## src/rtl/config_word_packer.sv

```systemverilog
// config_word_packer: packs received bytes big-endian into 32-bit config words, with idle-timeout sessions; optional checksum via CFG_PACKER_CHECKSUM_EN
module config_word_packer #(
  parameter int IdleTimeout  = 50000,
  parameter int TimeoutWidth = 16
) (
  input  logic        CLK,
  input  logic        resetn,
  input  logic [7:0]  RxData,
  input  logic        RxValid,
  output logic [31:0] WriteData,
  output logic        WriteStrobe,
  output logic        ComActive,
  output logic [15:0] WordCount,
  output logic [7:0]  Checksum
);
  localparam logic [0:0] IDLE   = 1'b0;
  localparam logic [0:0] ACTIVE = 1'b1;
  logic [0:0]              state_q, state_d;
  logic [1:0]              idx_q, idx_d;
  logic [TimeoutWidth-1:0] idle_q, idle_d;
  logic [23:0]             part_q, part_d;
  logic [31:0]             data_q, data_d;
  logic                    strobe_q, strobe_d;
  logic [15:0]             wc_q, wc_d;
  logic [1:0]              pos;
  logic                    timeout;
  // a byte arriving in IDLE always lands in slot 0, whatever index the last session left
  assign pos     = (state_q == IDLE) ? 2'd0 : idx_q;
  assign timeout = idle_q == TimeoutWidth'(IdleTimeout);
  // next state: an accepted byte always wins over the idle timeout
  always_comb begin
    state_d  = state_q;
    idx_d    = idx_q;
    idle_d   = idle_q;
    part_d   = part_q;
    data_d   = data_q;
    strobe_d = 1'b0;
    wc_d     = wc_q;
    if (RxValid) begin
      state_d  = ACTIVE;
      idle_d   = '0;
      idx_d    = pos + 2'd1;
      part_d   = {pos == 2'd0 ? RxData : part_q[23:16],
                  pos == 2'd1 ? RxData : part_q[15:8],
                  pos == 2'd2 ? RxData : part_q[7:0]};
      data_d   = (pos == 2'd3) ? {part_q, RxData} : data_q;
      strobe_d = pos == 2'd3;
      wc_d     = (state_q == IDLE) ? 16'd0 :
                 (pos == 2'd3 && wc_q != 16'hFFFF) ? wc_q + 16'd1 : wc_q;
    end else if (state_q == ACTIVE) begin
      state_d = timeout ? IDLE : ACTIVE;
      idx_d   = timeout ? 2'd0 : idx_q;
      idle_d  = timeout ? '0 : idle_q + 1'b1;
    end
  end
  // state registers, cleared immediately on reset
  always_ff @(posedge CLK or negedge resetn) begin
    if (!resetn) begin
      state_q  <= IDLE;
      idx_q    <= 2'd0;
      idle_q   <= '0;
      part_q   <= '0;
      data_q   <= '0;
      strobe_q <= 1'b0;
      wc_q     <= '0;
    end else begin
      state_q  <= state_d;
      idx_q    <= idx_d;
      idle_q   <= idle_d;
      part_q   <= part_d;
      data_q   <= data_d;
      strobe_q <= strobe_d;
      wc_q     <= wc_d;
    end
  end
`ifdef CFG_PACKER_CHECKSUM_EN
  logic [7:0] cks_q, cks_d;
  assign cks_d = !RxValid ? cks_q : (state_q == IDLE) ? RxData : cks_q + RxData;
  // running byte sum, restarted by the first byte of each session
  always_ff @(posedge CLK or negedge resetn) begin
    if (!resetn) cks_q <= '0;
    else         cks_q <= cks_d;
  end
  assign Checksum = cks_q;
`else
  assign Checksum = 8'd0;
`endif
  assign WriteData   = data_q;
  assign WriteStrobe = strobe_q;
  assign ComActive   = state_q == ACTIVE;
  assign WordCount   = wc_q;
endmodule

```

## config.mk

```make
export PLATFORM = sky130hd
export DESIGN_NAME = config_word_packer
export DESIGN_NICKNAME = d
export VERILOG_FILES = /design/src/rtl/config_word_packer.sv
export SDC_FILE = /design/constraint.sdc
export NUM_CORES = 1
export LEC_CHECK = 0
export ABC_AREA = 1
export BUFFER_PORTS_ARGS = -buffer_cell sky130_fd_sc_hd__buf_2
export CAP_MARGIN = 20
export CORE_UTILIZATION = 45
export CTS_CLUSTER_DIAMETER = 30
export DETAILED_ROUTE_END_ITERATION = 16
export GPL_TIMING_DRIVEN = 0
export HOLD_SLACK_MARGIN = 0.08
export PLACE_DENSITY_LB_ADDON = 0.3
export SYNTH_ARGS = -nofsm -noshare
export SYNTH_HDL_FRONTEND = slang
export SYNTH_SLANG_ARGS = --single-unit
```

## constraint.sdc

```tcl
create_clock -name CLK -period 1.6 [get_ports CLK]
set_input_delay 0.16 -clock CLK [delete_from_list [all_inputs] [get_ports CLK]]
set_output_delay 0.16 -clock CLK [all_outputs]
set_load 0.01 [all_outputs]
```

[Word level (Yosys, flattened, before mapping)]
Index checks and enable logic that the tools add are counted.
Storage, ports and cells
  logic and storage cells: 41
  register bits: 92
Cells by class
  mux-type cells: 13
  reduce and logical (&&, ||, !) cells: 10
  equality and inequality tests: 6
  add/sub/neg operators: 3
Operators by type and width (number)
  two-way mux 16 bit: 5
  adder 16 x 1 -> 16 bit (second input constant): 2
  equality test 16 bit (second input constant): 1
  != test 16 bit (second input constant): 1
  AND reduction 2 bit: 6
  two-way mux 2 bit: 4
  equality test 2 bit (second input constant): 2
  two-way mux 1 bit: 4
  nonzero test 2 bit: 2
  adder 2 x 1 -> 2 bit (second input constant): 1
  equality test 2 x 1 -> 1 bit (second input constant): 1
  zero test 2 bit: 1
  != test 2 x 1 -> 1 bit (second input constant): 1
  logical AND 1 bit: 1

[Longest topological paths before layout]
Gate-level depths: netlist of run 1.
  word-level depth: 5
  gate-level depth with buffers: 10

[Worst setup path after synthesis of run 1]
Ideal clock, no wire load.
  path kind: reg-to-reg
  start: register wc_q[1] (netlist: WordCount[1])
  end: register wc_q[10] (netlist: WordCount[10])
  stages on the path, launching flop included: 10
  slack: 0.028 ns
  clock period less this slack: 1.572 ns
  arrival time: 1.455 ns
  required time: 1.483 ns
  cells stage by stage: dfrtp_1 -> ha_1 -> nand2_2 -> nor2_4 -> nand3_4 -> o21ai_4 -> nand2_4 -> buf_6 -> nand2_1 -> nand2_1
Between the ends
  cells in the longest elaborated chain, start to end: 4
Ends and longest elaborated chain
  start: declaration: line 24  | logic [15:0] wc_q, wc_d;
  start signal: assignment: line 73  | wc_q <= wc_d;
  parallel branches: the longest is 4 deep, another holds adder 16 x 1 -> 16 bit
Parallel ways; which one is timed is not known. The select of a mux whose other input is x is not followed.
A chain may end at the register's enable or synchronous reset.

[Worst setup path in the final report of run 1]
  start: register state_q (netlist: ComActive)
  end: register wc_q[12] (netlist: WordCount[12])
Between the ends
  cells in the longest elaborated chain, start to end: 5
Ends and longest elaborated chain
  start: declaration: line 18  | logic [0:0] state_q, state_d;
  start signal: assignment: line 67  | state_q <= state_d;
  two-way mux 2 bit: line 28  | assign pos = (state_q == IDLE) ? 2'd0 : idx_q;
  equality test 2 bit: line 49  | (pos == 2'd3 && wc_q != 16'hFFFF) ? wc_q + 16'd1 : wc_q;
  logical AND 1 bit: line 49
  != test 2 x 1 -> 1 bit (no line)
  AND reduction 2 bit (no line)
Parallel ways exist; a longest one is shown, timed or not.

==> results.py, run 1 <==
metrics = {
    "synth": {
        "yosysSeqAreaShare": 0.526,
        "syn_area_um2": 4380,
        "synth_warnings": 0,
        "synth_cells": 546,
        "ys_types": 30,
        "synth-seq-cells": 92,
        "synth.avg_cell_area_um2": 8.02,
    },
    "sta": {
        "rsz0062_at_grt": "yes",
        "holdWs_ns": 0.128,
        "final-hold-violation-count": 0,
        "timing.clock.skew_ns": 0.0122,
        "fmax_ghz": 0.634,
        "worst_pin_slew_ns": 0.645,
        "finalCriticalPeriod_ns": 1.58,
        "finalCritPeriodShare": 0.985,
        "slew_headroom": 0.570,
        "setup_viol": 0,
        "maxSlewViolCount": 0,
        "tns_ns": 0,
    },
    "cells_and_area": {
        "mostFrequentLayoutCells": "190 x nand2_1, 89 x dfrtp_1, 60 x buf_2, 43 x inv_1, 43 x o21ai_0",
        "finalCoreUtilization": 0.570,
        "layout.cells.non_filler": 770,
        "antennaDiodeCount": 0,
        "fillers": 860,
        "drive_gt1_frac": 0.237,
        "nNetsFinal": 654,
        "area_growth_pct": 21.4,
        "layout_commonest_cell": "nand2_1",
    },
    "placed_design": {
        "port_buffers": 59,
        "place_congestion": 0.845,
        "hpwl_mm": 7.16,
        "dpl.cell_count": 742,
    },
    "global_route": {
        "grt_pass1_vias": 3609,
        "grt_usage": 0.214,
        "grt_pass1_wl_mm": 17.0,
        "antenna_found_initial": 0,
        "gr-total-overflow": 0,
        "grt_max_degree": 49,
    },
    "pwr": {
        "max-vdd-ir-drop_uv": 707,
        "powerDensity_nw_per_um2": 1420,
        "power_leakage_nw": 2.79,
    },
    "setup_path": {
        "endpoint_kind": "flip-flop",
        "critical_path_class": "reg2reg",
        "required_ns": 1.86,
        "cp_cell_sequence": "nand2_2, inv_2, ha_2, nand2_2, inv_4, o21ai_4, nand2_4, buf_6, nand2_2, nand2_2",
        "cp-start-kind": "flip-flop",
        "arrival_ns": 1.84,
        "crit_fanout": 6,
        "cp_slowest_cell": "dfrtp_2",
        "cp_common_cell": "nand2_2",
        "max_stage_delay_ns": 0.45,
    },
    "hold_path": {
        "hold_path_class": "in2reg",
    },
    "clock_network": {
        "clock-sinks": 92,
        "insertion_delay_ns": 0.36,
        "root_buffer": "clkbuf_8",
        "clkTransAtPathRegs_ns": 0.10,
        "cts_buffer_depth": 2,
        "cts_tree": "yes",
        "numCtsBuffers": 9,
        "cts_max_level": 3,
    },
    "floorplanning": {
        "placeableCoreArea_um2": 9330,
        "io_pins": 69,
        "die_y_um": 101,
        "fp.dieArea_um2": 10100,
        "die_w_um": 101,
        "start_util": 0.470,
        "rows": 35,
    },
    "detailed_routing": {
        "routed_wl_mm": 10.2,
        "viasPerCell": 5.01,
        "dr.pass1.iters": 5,
        "vias": 3857,
        "wl_per_cell_um": 13.2,
        "remaining_drc_errors": 0,
        "drt_iter0_markers": 219,
        "ant_nets": 0,
    },
    "status": {
        "status": "completed",
    },
    "job": {
        "drv_cap": 0,
    },
}
-- power by group --
part	internal [mW]	switching, mW
clock network	0.764	0.913
logic	0.931	1.29
registers	3.12	0.531
-- through the flow --
step	area [um^2]	setup slack, ns	power, mW
final	5320	0.0236	7.55
after global routing	5320	-0.0597	8.08
after floorplan	4410	0.0277	4.81
after CTS	5250	-0.0192	7.54
after detailed placement	4890	-0.295	5.71
after global placement	4860	-0.488	5.58
-- kinds of logic after synthesis --
group	Yosys count	share of synthesized area
XOR/XNOR	3	0.00600
adder cells (fa/ha/maj)	7	0.0200
AND/OR/NAND/NOR	312	0.303
other	1	0.000856
buffers and inverters	71	0.0720
flip-flops	92	0.526
AO/OA/AOI/OAI	60	0.0728
-- timing repair --
action / CTS / global route
buffers inserted: 11 / 2
pin swaps: 6 / 8
hold buffers: 1 / 0
setup endpoints to repair: 79 / 60
resized for setup: 22 / 29
cloned: 1 / 0
endpoints found under the hold margin: 47 / 0
-- per-layer routing --
| layer | vias up | track usage | share of wire |
|---|---|---|---|
| met5 | - | 0 | 0 |
| met4 | 0 | 0.0691 | 0.0094 |
| met3 | 9 | 0.0270 | 0.042 |
| met2 | 111 | 0.366 | 0.50 |
| met1 | 1849 | 0.284 | 0.45 |
| li1 | 1888 | - | - |
-- sequential cells by signal, summed over array words and instances (netlist names) --
register     count
part_q          24
WriteData       32
ComActive        1
idle_q          16
WordCount       16
WriteStrobe      1
idx_q            2
-- Yosys cell counts --
| cell | instances | area share |
|---|---|---|
| nand2_1 | 209 | 0.18 |
| dfrtp_1 | 92 | 0.53 |
| inv_1 | 45 | 0.039 |
| o21ai_0 | 43 | 0.049 |
| nor2_1 | 39 | 0.033 |
| nand3_1 | 29 | 0.033 |
| nor3_1 | 12 | 0.014 |
| a21oi_1 | 10 | 0.011 |
| clkbuf_1 | 10 | 0.0086 |
| nand4_1 | 10 | 0.014 |
| buf_4 | 8 | 0.014 |
| ha_1 | 7 | 0.020 |
| buf_2 | 3 | 0.0034 |
| nand2_2 | 3 | 0.0043 |
| nor3b_1 | 3 | 0.0051 |
| xor2_1 | 3 | 0.0060 |
| buf_6 | 2 | 0.0051 |
| inv_2 | 2 | 0.0017 |
| nand3b_1 | 2 | 0.0034 |
| nor2_4 | 2 | 0.0051 |
| o21ai_1 | 2 | 0.0023 |
| o22ai_1 | 2 | 0.0029 |
| buf_1 | 1 | 0.00086 |
| conb_1 | 1 | 0.00086 |
| nand2_4 | 1 | 0.0026 |
| nand3_4 | 1 | 0.0040 |
| nor2_8 | 1 | 0.0046 |
| o21ai_4 | 1 | 0.0037 |
| o21bai_1 | 1 | 0.0017 |
| o31ai_1 | 1 | 0.0017 |
-- worst paths after layout --
check,from,end,slack [ns],depth (start not counted)
worst min register to register,part_q[5]$_DFFE_PN0P_,WriteData[13]$_DFFE_PN0P_,0.48,2
worst min-delay path,RxValid,idx_q[1]$_DFFE_PN0P_,0.13,3
max in group asynchronous,resetn,WriteData[8]$_DFFE_PN0P_,0.56,3
worst max-delay path,ComActive$_DFF_PN0_,WordCount[12]$_DFFE_PN0P_,0.02,10
worst max register to register,ComActive$_DFF_PN0_,WordCount[12]$_DFFE_PN0P_,0.02,10
min in group asynchronous,resetn,WordCount[5]$_DFFE_PN0P_,0.37,2
-- critical path: cells and delay by family (launching register included) --
| family | cells | cell delay, ns |
|---|---|---|
| compound gates | 1 | 0.11 |
| simple gates | 5 | 0.48 |
| buf+inv | 3 | 0.26 |
| flops | 1 | 0.45 |
| fa+ha+maj | 1 | 0.17 |
-- layout make-up --
| type | count | area (um^2) | share of cell area |
|---|---|---|---|
| Tap cell | 129 | 161 | 0.0303 |
| Sequential cell | 92 | 2310 | 0.434 |
| Timing Repair Buffer | 75 | 440 | 0.0828 |
| Buffer | 21 | 139 | 0.0261 |
| Clock buffer | 9 | 124 | 0.0233 |
| Multi-Input combinational cell | 390 | 1880 | 0.354 |
| Inverter | 47 | 179 | 0.0336 |
| Clock inverter | 7 | 88.8 | 0.0167 |
Note: power is estimated with default switching activity, not from simulation.
==> run 2, diff against run 1 <==
--- a/config.mk
+++ b/config.mk
@@ -8,12 +8,14 @@
 export ABC_AREA = 1
 export BUFFER_PORTS_ARGS = -buffer_cell sky130_fd_sc_hd__buf_2
 export CAP_MARGIN = 20
+export CORE_ASPECT_RATIO = 2
 export CORE_UTILIZATION = 45
 export CTS_CLUSTER_DIAMETER = 30
 export DETAILED_ROUTE_END_ITERATION = 16
 export GPL_TIMING_DRIVEN = 0
 export HOLD_SLACK_MARGIN = 0.08
 export PLACE_DENSITY_LB_ADDON = 0.3
+export SETUP_SLACK_MARGIN = 0.15
 export SYNTH_ARGS = -nofsm -noshare
 export SYNTH_HDL_FRONTEND = slang
 export SYNTH_SLANG_ARGS = --single-unit
==> results.py, run 2 (same netlist as run 1, synthesis figures left out) <==
metrics = {
    "status": {
        "status": "completed",
    },
    "global_route": {
        "grt_max_degree": 76,
        "grt_pass1_vias": 3869,
        "antenna_found_initial": 0,
        "gr-total-overflow": 0,
        "grt_usage": 0.227,
        "grt_pass1_wl_mm": 17.7,
    },
    "cells_and_area": {
        "antennaDiodeCount": 0,
        "finalCoreUtilization": 0.612,
        "largest_reg_flops": 32,
        "layout_commonest_cell": "nand2_1",
        "mostFrequentLayoutCells": "186 x nand2_1, 90 x dfrtp_1, 60 x buf_2, 37 x inv_1, 32 x buf_4",
        "drive_gt1_frac": 0.296,
        "nNetsFinal": 672,
        "area_growth_pct": 31.0,
    },
    "floorplanning": {
        "die_y_um": 142,
        "start_util": 0.467,
        "rows": 50,
        "fp.dieArea_um2": 10200,
        "die_w_um": 71.8,
        "placeableCoreArea_um2": 9380,
        "io_pins": 69,
    },
    "detailed_routing": {
        "ant_nets": 0,
        "drt_iter0_markers": 269,
        "dr.pass1.iters": 5,
        "viasPerCell": 5.32,
        "vias": 4056,
        "wl_per_cell_um": 14.6,
        "remaining_drc_errors": 0,
        "routed_wl_mm": 11.1,
    },
    "placed_design": {
        "hpwl_mm": 7.58,
        "place_congestion": 0.912,
        "port_buffers": 59,
    },
    "clock_network": {
        "clock-sinks": 92,
        "cts_max_level": 3,
        "cts_tree": "yes",
        "clkTransAtPathRegs_ns": 0.07,
        "cts_buffer_depth": 2,
        "insertion_delay_ns": 0.35,
        "root_buffer": "clkbuf_16",
        "numCtsBuffers": 9,
    },
    "setup_path": {
        "arrival_ns": 1.79,
        "r2r_cells": 6,
        "cp_cell_sequence": "buf_6, inv_1, nand2_1, clkbuf_2, nand3_1, nand2_1",
        "critPathTopFamily": "buffers and inverters",
        "required_ns": 1.83,
        "cp_slowest_cell": "dfrtp_2",
        "endpoint_kind": "flip-flop",
        "max_stage_delay_ns": 0.46,
        "cp_num_cells": 6,
        "critical_path_class": "reg2reg",
        "critPathBufInv": 3,
        "cp-start-kind": "flip-flop",
        "crit_fanout": 10,
        "cp_common_cell": "nand2_1",
    },
    "pwr": {
        "power_leakage_nw": 2.97,
        "powerDensity_nw_per_um2": 1450,
        "max-vdd-ir-drop_uv": 746,
    },
    "hold_path": {
        "hold_path_class": "in2reg",
        "hold_depth": 3,
    },
    "job": {
        "drv_cap": 0,
    },
    "sta": {
        "finalCritPeriodShare": 0.970,
        "tns_ns": 0,
        "rsz0062_at_grt": "yes",
        "maxSlewViolCount": 0,
        "final-hold-violation-count": 0,
        "timing.clock.skew_ns": 0.00749,
        "fmax_ghz": 0.644,
        "setup_viol": 0,
        "finalCriticalPeriod_ns": 1.55,
    },
}
==> run 2: cell types whose count changed in the layout (fill, tap and decap cells not counted), sizes merged <==
cell | before | now
clkinvlp | 1 | 0
clkbuf | 17 | 13
clkinv | 1 | 2
inv | 51 | 48
bufinv | 1 | 2
buf | 87 | 110
==> run 2: final timing paths <==
check | startpoint | endpoint | slack [ns]
setup / recovery | ComActive$_DFF_PN0_ | WordCount[2]$_DFFE_PN0P_ | 0.05
hold / removal | RxData[7] | WriteData[7]$_DFFE_PN0P_ | 0.15
setup reg to reg | ComActive$_DFF_PN0_ | WordCount[2]$_DFFE_PN0P_ | 0.05
hold reg to reg | part_q[18]$_DFFE_PN0P_ | WriteData[26]$_DFFE_PN0P_ | 0.48
max in group asynchronous | resetn | WriteData[1]$_DFFE_PN0P_ | 0.73
min in group asynchronous | resetn | ComActive$_DFF_PN0_ | 0.23
==> run 2: area by class of cell <==
class / instances / area, um^2
Tap cell: 104 / 130
Fill cell: 802 / 3640
Sequential cell: 92 / 2300
Inverter: 47 / 179
Clock buffer: 10 / 229
Clock inverter: 5 / 86.3
Timing Repair Buffer: 91 / 588
Multi-Input combinational cell: 390 / 2020
Buffer: 23 / 199
==> run 2: through the flow <==
stage | area [um^2] | hold WS (ns) | cells | worst slack (ns) | total power [mW]
after floorplan | 4410 | -0.136 | 553 | 0.0277 | 4.81
after global placement | 4830 | 0.456 | 716 | -0.581 | 5.58
after detailed placement | 4860 | 0.0553 | 717 | -0.213 | 5.69
after CTS | 5420 | 0.163 | 749 | -0.00320 | 8.11
after global routing | 5740 | 0.174 | 762 | -0.0328 | 8.84
final | 5740 | 0.155 | 762 | 0.0478 | 8.34
==> run 2: power breakdown <==
group	internal (mW)	switching, mW	leakage, nW
combinational	1.06	1.38	1.63
clock	1.37	0.897	0.153
sequential	3.12	0.510	1.19
total	5.55	2.79	2.97
==> run 2: timing repair <==
| action | 4_1_cts | 5_1_grt |
|---|---|---|
| buffers inserted | 15 | 12 |
| gates cloned | 1 | 2 |
| endpoints found under the hold margin | 92 | 0 |
| gates resized for setup | 42 | 92 |
| pin swaps | 12 | 25 |
| hold buffers | 1 | 0 |
| endpoints found under the setup margin | 80 | 85 |
==> run 2: layer usage <==
layer / up-vias / routed length [um] / GRT usage
li1: 1927 / - / -
met1: 1989 / 4320 / 0.253
met2: 110 / 6090 / 0.398
met3: 30 / 351 / 0.0320
met4: 0 / 357 / 0.143
met5: - / 0 / 0
==> run 2: worst register-to-register path: stages (launching register included) <==
cell and delay (ns):
dfrtp_2 0.46, buf_6 0.14, inv_1 0.18, nand2_1 0.21, clkbuf_2 0.26, nand3_1 0.13
nand2_1 0.06
